==> src/rtl/fetch_pkg.sv <==
// Shared state encoding and PC/jump-field constants for the fetch sequencer.
package fetch_pkg;

    typedef enum logic [2:0] {
        ST_IDLE,
        ST_FETCH,
        ST_DRAIN,
        ST_HOLD,
        ST_ERROR
    } fetch_state_e;

    localparam logic [31:0] PC_INCR    = 32'd4;
    localparam int unsigned JUMP_IDX_W = 26;
    localparam int unsigned JUMP_HI_W  = 4;

endpackage

==> src/rtl/next_pc_calc.sv <==
// Combinational next-PC target mux: sequential, taken branch, or jump (jump wins).
module next_pc_calc
    import fetch_pkg::*;
(
    input  logic [31:0]           pc_i,
    input  logic [JUMP_IDX_W-1:0] jump_idx_i,
    input  logic                  jump_i,
    input  logic                  branch_i,
    input  logic                  alu_zero_i,
    input  logic [31:0]           branch_imm_i,
    output logic [31:0]           next_pc_o
);

    logic [31:0] p4;

    always_comb begin
        p4        = pc_i + PC_INCR;
        next_pc_o = p4;
        if (jump_i) begin
            next_pc_o = {p4[31:32-JUMP_HI_W], jump_idx_i, 2'b00};
        end else if (branch_i && alu_zero_i) begin
            next_pc_o = p4 + (branch_imm_i << 2);
        end
    end

endmodule

==> src/rtl/fetch_sequencer.sv <==
// PC-owning fetch FSM: req/ack instruction memory side, valid/ready decode side, flush redirect.
// Optional fetch watchdog and ERROR state enabled by defining FETCH_TIMEOUT_EN.
module fetch_sequencer
    import fetch_pkg::*;
#(
    parameter logic [31:0] RESET_PC       = 32'h0000_0000,
    parameter int unsigned TIMEOUT_CYCLES = 16
) (
    input  logic        clk,
    input  logic        reset,
    output logic        imem_req,
    output logic [31:0] imem_addr,
    input  logic        imem_ack,
    input  logic [31:0] imem_rdata,
    output logic        instr_valid,
    output logic [31:0] instr,
    output logic [31:0] instr_pc,
    input  logic        instr_ready,
    input  logic        branch,
    input  logic        alu_zero,
    input  logic [31:0] branch_imm,
    input  logic        jump,
    input  logic        flush,
    input  logic [31:0] flush_target,
    output logic        fetch_error
);

    fetch_state_e state_q;
    logic [31:0]  pc_q;
    logic [31:0]  req_addr_q;
    logic         imem_req_q;
    logic         instr_valid_q;
    logic [31:0]  instr_q;
    logic [31:0]  instr_pc_q;
    logic [31:0]  next_pc_d;

`ifdef FETCH_TIMEOUT_EN
    localparam int unsigned CNT_W = $clog2(TIMEOUT_CYCLES + 1);
    localparam logic [CNT_W-1:0] CNT_LAST = CNT_W'(TIMEOUT_CYCLES - 1);
    logic [CNT_W-1:0] cnt_q;
    logic             fetch_error_q;
`endif

    next_pc_calc u_next_pc (
        .pc_i         (instr_pc_q),
        .jump_idx_i   (instr_q[JUMP_IDX_W-1:0]),
        .jump_i       (jump),
        .branch_i     (branch),
        .alu_zero_i   (alu_zero),
        .branch_imm_i (branch_imm),
        .next_pc_o    (next_pc_d)
    );

    always_ff @(posedge clk or posedge reset) begin
        if (reset) begin
            state_q       <= ST_IDLE;
            pc_q          <= RESET_PC;
            req_addr_q    <= RESET_PC;
            imem_req_q    <= 1'b0;
            instr_valid_q <= 1'b0;
            instr_q       <= '0;
            instr_pc_q    <= '0;
`ifdef FETCH_TIMEOUT_EN
            cnt_q         <= '0;
            fetch_error_q <= 1'b0;
`endif
        end else begin
            case (state_q)
                ST_IDLE: begin
                    state_q    <= ST_FETCH;
                    imem_req_q <= 1'b1;
                    if (flush) begin
                        pc_q       <= flush_target;
                        req_addr_q <= flush_target;
                    end else begin
                        req_addr_q <= pc_q;
                    end
`ifdef FETCH_TIMEOUT_EN
                    cnt_q <= '0;
`endif
                end
                ST_FETCH: begin
                    // Flush with ack discards the word and reissues at the target in place.
                    if (imem_ack && flush) begin
                        pc_q       <= flush_target;
                        req_addr_q <= flush_target;
`ifdef FETCH_TIMEOUT_EN
                        cnt_q <= '0;
`endif
                    end else if (imem_ack) begin
                        instr_q       <= imem_rdata;
                        instr_pc_q    <= req_addr_q;
                        state_q       <= ST_HOLD;
                        imem_req_q    <= 1'b0;
                        instr_valid_q <= 1'b1;
                    end else if (flush) begin
                        pc_q    <= flush_target;
                        state_q <= ST_DRAIN;
`ifdef FETCH_TIMEOUT_EN
                        cnt_q <= '0;
                    end else if (cnt_q == CNT_LAST) begin
                        state_q       <= ST_ERROR;
                        imem_req_q    <= 1'b0;
                        fetch_error_q <= 1'b1;
                    end else begin
                        cnt_q <= cnt_q + 1'b1;
`endif
                    end
                end
                ST_DRAIN: begin
                    if (flush) begin
                        pc_q <= flush_target;
                    end
                    if (imem_ack) begin
                        state_q    <= ST_FETCH;
                        req_addr_q <= flush ? flush_target : pc_q;
`ifdef FETCH_TIMEOUT_EN
                        cnt_q <= '0;
                    end else if (cnt_q == CNT_LAST) begin
                        state_q       <= ST_ERROR;
                        imem_req_q    <= 1'b0;
                        fetch_error_q <= 1'b1;
                    end else begin
                        cnt_q <= cnt_q + 1'b1;
`endif
                    end
                end
                ST_HOLD: begin
                    if (flush) begin
                        pc_q          <= flush_target;
                        req_addr_q    <= flush_target;
                        state_q       <= ST_FETCH;
                        imem_req_q    <= 1'b1;
                        instr_valid_q <= 1'b0;
`ifdef FETCH_TIMEOUT_EN
                        cnt_q <= '0;
`endif
                    end else if (instr_ready) begin
                        pc_q          <= next_pc_d;
                        req_addr_q    <= next_pc_d;
                        state_q       <= ST_FETCH;
                        imem_req_q    <= 1'b1;
                        instr_valid_q <= 1'b0;
`ifdef FETCH_TIMEOUT_EN
                        cnt_q <= '0;
`endif
                    end
                end
`ifdef FETCH_TIMEOUT_EN
                ST_ERROR: begin
                    imem_req_q    <= 1'b0;
                    instr_valid_q <= 1'b0;
                end
`endif
                default: begin
                    state_q       <= ST_IDLE;
                    imem_req_q    <= 1'b0;
                    instr_valid_q <= 1'b0;
                end
            endcase
        end
    end

    assign imem_req    = imem_req_q;
    assign imem_addr   = req_addr_q;
    assign instr_valid = instr_valid_q;
    assign instr       = instr_q;
    assign instr_pc    = instr_pc_q;
`ifdef FETCH_TIMEOUT_EN
    assign fetch_error = fetch_error_q;
`else
    assign fetch_error = 1'b0;
`endif

endmodule

==> config.mk <==
export PLATFORM = sky130hd
export DESIGN_NAME = fetch_sequencer
export DESIGN_NICKNAME = d
export VERILOG_FILES = /design/src/rtl/fetch_pkg.sv /design/src/rtl/next_pc_calc.sv /design/src/rtl/fetch_sequencer.sv
export SDC_FILE = /design/constraint.sdc
export NUM_CORES = 1
export LEC_CHECK = 0
export BUFFER_PORTS_ARGS = -buffer_cell sky130_fd_sc_hd__buf_2
export CORE_MARGIN = 4
export CORE_UTILIZATION = 60
export CTS_BUF_LIST = sky130_fd_sc_hd__clkbuf_4 sky130_fd_sc_hd__clkbuf_8
export DETAILED_ROUTE_END_ITERATION = 12
export PLACE_DENSITY = 0.9
export SLEW_MARGIN = 20
export SYNTH_ARGS = -nofsm -noshare
export SYNTH_HDL_FRONTEND = slang
export SYNTH_SLANG_ARGS = --single-unit
==> constraint.sdc <==
create_clock -name clk -period 11.6 [get_ports clk]
set_input_delay 2.32 -clock clk [delete_from_list [all_inputs] [get_ports clk]]
set_output_delay 2.32 -clock clk [all_outputs]
set_load 0.05 [all_outputs]
==> impl_table.tex <==
\begin{tabular}{lr}
\hline
Metric & Value \\
\hline
\multicolumn{2}{l}{\textbf{Run status}} \\
Run status & finished, final reports clean \\
\multicolumn{2}{l}{\textbf{Setup path}} \\
Cell family with the largest share of critical-path delay & compound AO/OA/AOI/OAI gates \\
CP cell instances & buf\_2 > buf\_4 > inv\_1 > nand2\_1 > o21ai\_1 > o21ai\_0 > a21boi\_2 > buf\_4 > nand2\_1 > o31ai\_1 \\
Maximum cell stage delay along the critical path & 0.73 ns \\
Data arrival time of the critical path & 6.55 ns \\
Register-to-register path setup slack & 6.94 ns \\
Reg-to-Reg Start & instr\_pc[4] \\
Sort of element at the end of the critical path & flip-flop \\
Depth of the worst register-to-register path & 14 \\
Type of origin of the critical path & primary input \\
Highest fanout seen on the critical path & 44 \\
Buffers plus inverters on the worst setup path & 4 \\
Endpoint of the worst register-to-register path & imem\_addr[26] \\
Slowest stage cell, crit path & sky130\_fd\_sc\_hd\_\_o21ai\_0 \\
Setup Crit Path Kind & primary input to flip-flop \\
Endpoint required time on the critical path & 11.98 ns \\
\multicolumn{2}{l}{\textbf{Timing}} \\
Minimum clock period after layout & 6.17 ns \\
Endpoints failing setup & 0 \\
Peak clock frequency supported by timing & 0.162 GHz \\
Worst slew margin relative to its limit & 30.2\% \\
Sum Neg Setup Slack & 0 ns \\
Worst-margin pin slew & 1.05 ns \\
Final worst setup slack & 5.43 ns \\
Final hold viol count & 0 \\
Final period util & 53.2\% \\
Largest clock skew in the final design & 0.0151 ns \\
Fin Hold WS & 0.492 ns \\
Unrepaired setup endpoints after global routing & false \\
Count of final max-slew check failures & 0 \\
\multicolumn{2}{l}{\textbf{Yosys}} \\
Post-synth cell types & 72 \\
Yosys top cell by area & sky130\_fd\_sc\_hd\_\_dfrtp\_1 \\
Fraction of registers with async set/reset & 100\% \\
Cell area after synthesis & 8820 sq um \\
Share of the synthesized area in the top cell type & 37.4\% \\
Syn Inst Count & 992 \\
Post-synth net total & 1136 \\
Largest cells by area after synthesis & sky130\_fd\_sc\_hd\_\_dfrtp\_1 37\%, sky130\_fd\_sc\_hd\_\_mux2\_2 8.6\%, sky130\_fd\_sc\_hd\_\_ha\_1 5.5\% \\
Post-synthesis register bit count & 132 \\
Number of flops mapped to enable cells by yosys & 0 \\
Top\_reg\_cell synth & sky130\_fd\_sc\_hd\_\_dfrtp\_1 \\
Top-count cell post-synth & sky130\_fd\_sc\_hd\_\_dfrtp\_1 \\
Number of warnings printed during yosys synthesis & 0 \\
Top cells by instance count after synthesis & 132 x sky130\_fd\_sc\_hd\_\_dfrtp\_1, 115 x sky130\_fd\_sc\_hd\_\_nand2\_1, 92 x sky130\_fd\_sc\_hd\_\_nor2\_1, 84 x sky130\_fd\_sc\_hd\_\_a21oi\_1, 67 x sky130\_fd\_sc\_hd\_\_mux2\_2 \\
Register area share after synthesis & 37.4\% \\
Avg Cell Area, Syn & 8.89 sq um \\
\multicolumn{2}{l}{\textbf{Global route}} \\
Met3 usage in global routing & 7.87\% \\
Global-route met2 utilization & 54.8\% \\
Residual overflow from global routing & 0 \\
Global-route wire length before repair & 45600 um \\
Maximum number of pins on one net before global-route repair & 80 \\
Number of antenna violations at the first check in global routing & 2 \\
Vias in the first global route & 8488 \\
Overall fraction of global-route tracks in use & 35.3\% \\
Met1 routing resource usage after global routing & 47.9\% \\
Gr busiest metal & met2 \\
\multicolumn{2}{l}{\textbf{Clocking}} \\
Clock Sinks & 132 \\
Post-cts resize count & 0 \\
Clock latency on the worst-skew pair & 0.47 ns \\
Inserted Clock Buffers & 17 \\
Number of buffers added to fix hold violations after cts & 0 \\
Clock Pin Slew Worst Setup and Hold Paths & 0.08 ns \\
H-Tree Level Count & 4 \\
TritonCTS clock tree & built \\
Post-CTS Setup Bufs & 0 \\
CTS Root Cell & sky130\_fd\_sc\_hd\_\_clkbuf\_8 \\
Maximum clock path buffer count & 2 \\
\multicolumn{2}{l}{\textbf{Layout}} \\
Area occupied by multi-input gates & 5240 sq um \\
Signed area change from the synthesized netlist to the final layout & 17.3\% \\
Fraction of layout cells with a size suffix above 1 & 27.8\% \\
FF/Latch Area & 3300 sq um \\
Number of fill cells in the layout & 1084 \\
Post-layout util & 71.5\% \\
Net count reported at finish & 1310 \\
\multicolumn{2}{l}{\textbf{Route}} \\
Drt pass-1 iters & 8 \\
Routed len/inst & 22.0 um \\
Final WL & 30100 um \\
Number of remaining DRC errors & 0 \\
Via-to-Cell Ratio & 6.70 \\
Number of nets with antenna violations after detailed routing & 0 \\
Routed vias & 9148 \\
Starting DRC count in detailed routing & 1331 \\
\multicolumn{2}{l}{\textbf{Placed design}} \\
Global placement routability congestion & 0.960 \\
Count of input and output buffers & 199 \\
Worst setup slack before clock tree synthesis & 5.24 ns \\
DP Wirelength & 21700 um \\
\multicolumn{2}{l}{\textbf{Worst hold path}} \\
Class of the most critical hold timing path & flip-flop to flip-flop \\
Worst hold path cell count & 2 \\
Hold Path End & pc\_q[21] \\
Hold path start & pc\_q[21] \\
\multicolumn{2}{l}{\textbf{Power}} \\
Ratio of total power to cell area & 339 nW/um\^{}2 \\
Leak pwr & 4.79 nW \\
Worst vdd rail ir drop & 0.000234 V \\
\multicolumn{2}{l}{\textbf{Floorplanning}} \\
I/O Pins & 203 \\
Vertical extent of the die & 129 um \\
Core Area & 14500 sq um \\
Placement Rows & 44 \\
Die Area & 16700 sq um \\
Horizontal extent of the die & 129 um \\
Effective utilization at floorplan & 60.9\% \\
\multicolumn{2}{l}{\textbf{Job}} \\
Max-Cap Viols & 0 \\
\hline
\end{tabular}
==> flip-flops by register name, indices dropped and copies added (netlist names) <==
register     count
instr_valid      1
instr_pc        32
pc_q            32
instr           32
imem_req         1
state_q          2
imem_addr       32
==> per-stage QoR <==
step | instances | total power [mW] | cell area (sq um)
6_report | 1365 | 3.50 | 10300
5_1_grt | 1365 | 3.68 | 10300
4_1_cts | 1363 | 3.46 | 10300
3_5_place_dp | 1331 | 3.05 | 9940
3_3_place_gp | 1331 | 2.99 | 9940
2_1_floorplan | 992 | 2.46 | 8820
==> cells by family after synthesis <==
kind of cell    after synthesis  share of synthesized area, %
simple gates                313                          16.3
compound gates              303                          22.3
buf+inv                      77                          3.46
xor+xnor                     48                          4.94
mux                          78                          9.80
fa+ha+maj                    40                          5.76
flops                       132                          37.4
other cells                   1                        0.0425
==> report_power, final <==
part           internal [mW]  total, mW  switching [mW]
logic                  0.669       2.18            1.51
registers              0.683      0.922           0.240
clock network          0.205      0.403           0.198
==> layout make-up <==
type | count | area share [%]
Inverter | 22 | 0.847
Antenna cell | 2 | 0.0484
Clock inverter | 11 | 1.25
Timing Repair Buffer | 210 | 10.5
Clock buffer | 21 | 2.61
Sequential cell | 132 | 31.9
Multi-Input combinational cell | 783 | 50.6
Tap cell | 184 | 2.23
==> layer usage <==
layer  vias to the layer above  part of all wire (%)
li1                       4017                     -
met1                      4314                    38
met2                       697                    46
met3                       120                    12
met4                         0                   4.3
met5                         -                     0
==> worst max path at each step <==
| stage | slack, ns | start | depth (start not counted) | endpoint |
|---|---|---|---|---|
| floorplan | 5.75 | reset | 1 | imem_addr[0] |
| global placement | 5.31 | flush | 10 | imem_addr[25] |
| detailed placement | 5.24 | flush | 10 | imem_addr[25] |
| CTS | 5.71 | flush | 10 | imem_addr[25] |
| global route | 5.27 | flush | 10 | imem_addr[25] |
| finish | 5.43 | flush | 10 | imem_addr[25] |
==> placed cells by master, fill, tap and decap left out, drive strengths merged, types with 7 or more instances in the layout <==
| cell type | Yosys | routed |
|---|---|---|
| ha | 39 | 39 |
| a32oi | 9 | 9 |
| a31oi | 22 | 22 |
| buf | 13 | 210 |
| o211ai | 11 | 11 |
| mux2i | 11 | 11 |
| a21oi | 84 | 84 |
| nor3 | 19 | 19 |
| clkbuf | 42 | 21 |
| a22oi | 29 | 29 |
| clkinv | 1 | 7 |
| nand4 | 10 | 10 |
| nand2b | 9 | 9 |
| nand3 | 27 | 27 |
| nor2 | 93 | 93 |
| mux2 | 67 | 67 |
| xnor2 | 26 | 26 |
| inv | 21 | 22 |
| a211oi | 7 | 7 |
| nand2 | 115 | 115 |
| a21o | 15 | 15 |
| o21ai | 62 | 62 |
| o31ai | 9 | 9 |
| and3 | 16 | 16 |
| dfrtp | 132 | 132 |
| xor2 | 22 | 22 |
==> worst reg2reg max path, cell delays in order (launching register included) <==
cell	delay (ns)
sky130_fd_sc_hd__dfrtp_1	0.58
sky130_fd_sc_hd__and3_1	0.34
sky130_fd_sc_hd__nand3_1	0.21
sky130_fd_sc_hd__or4_1	0.74
sky130_fd_sc_hd__xnor2_1	0.39
sky130_fd_sc_hd__ha_1	0.40
sky130_fd_sc_hd__a21o_1	0.25
sky130_fd_sc_hd__a21o_1	0.18
sky130_fd_sc_hd__a21oi_1	0.14
sky130_fd_sc_hd__inv_1	0.07
sky130_fd_sc_hd__nor3_1	0.37
sky130_fd_sc_hd__xor2_1	0.10
sky130_fd_sc_hd__o21ai_0	0.47
sky130_fd_sc_hd__a31oi_1	0.18
sky130_fd_sc_hd__o21ai_0	0.18
No activity file was read; power rests on OpenSTA's default activity.
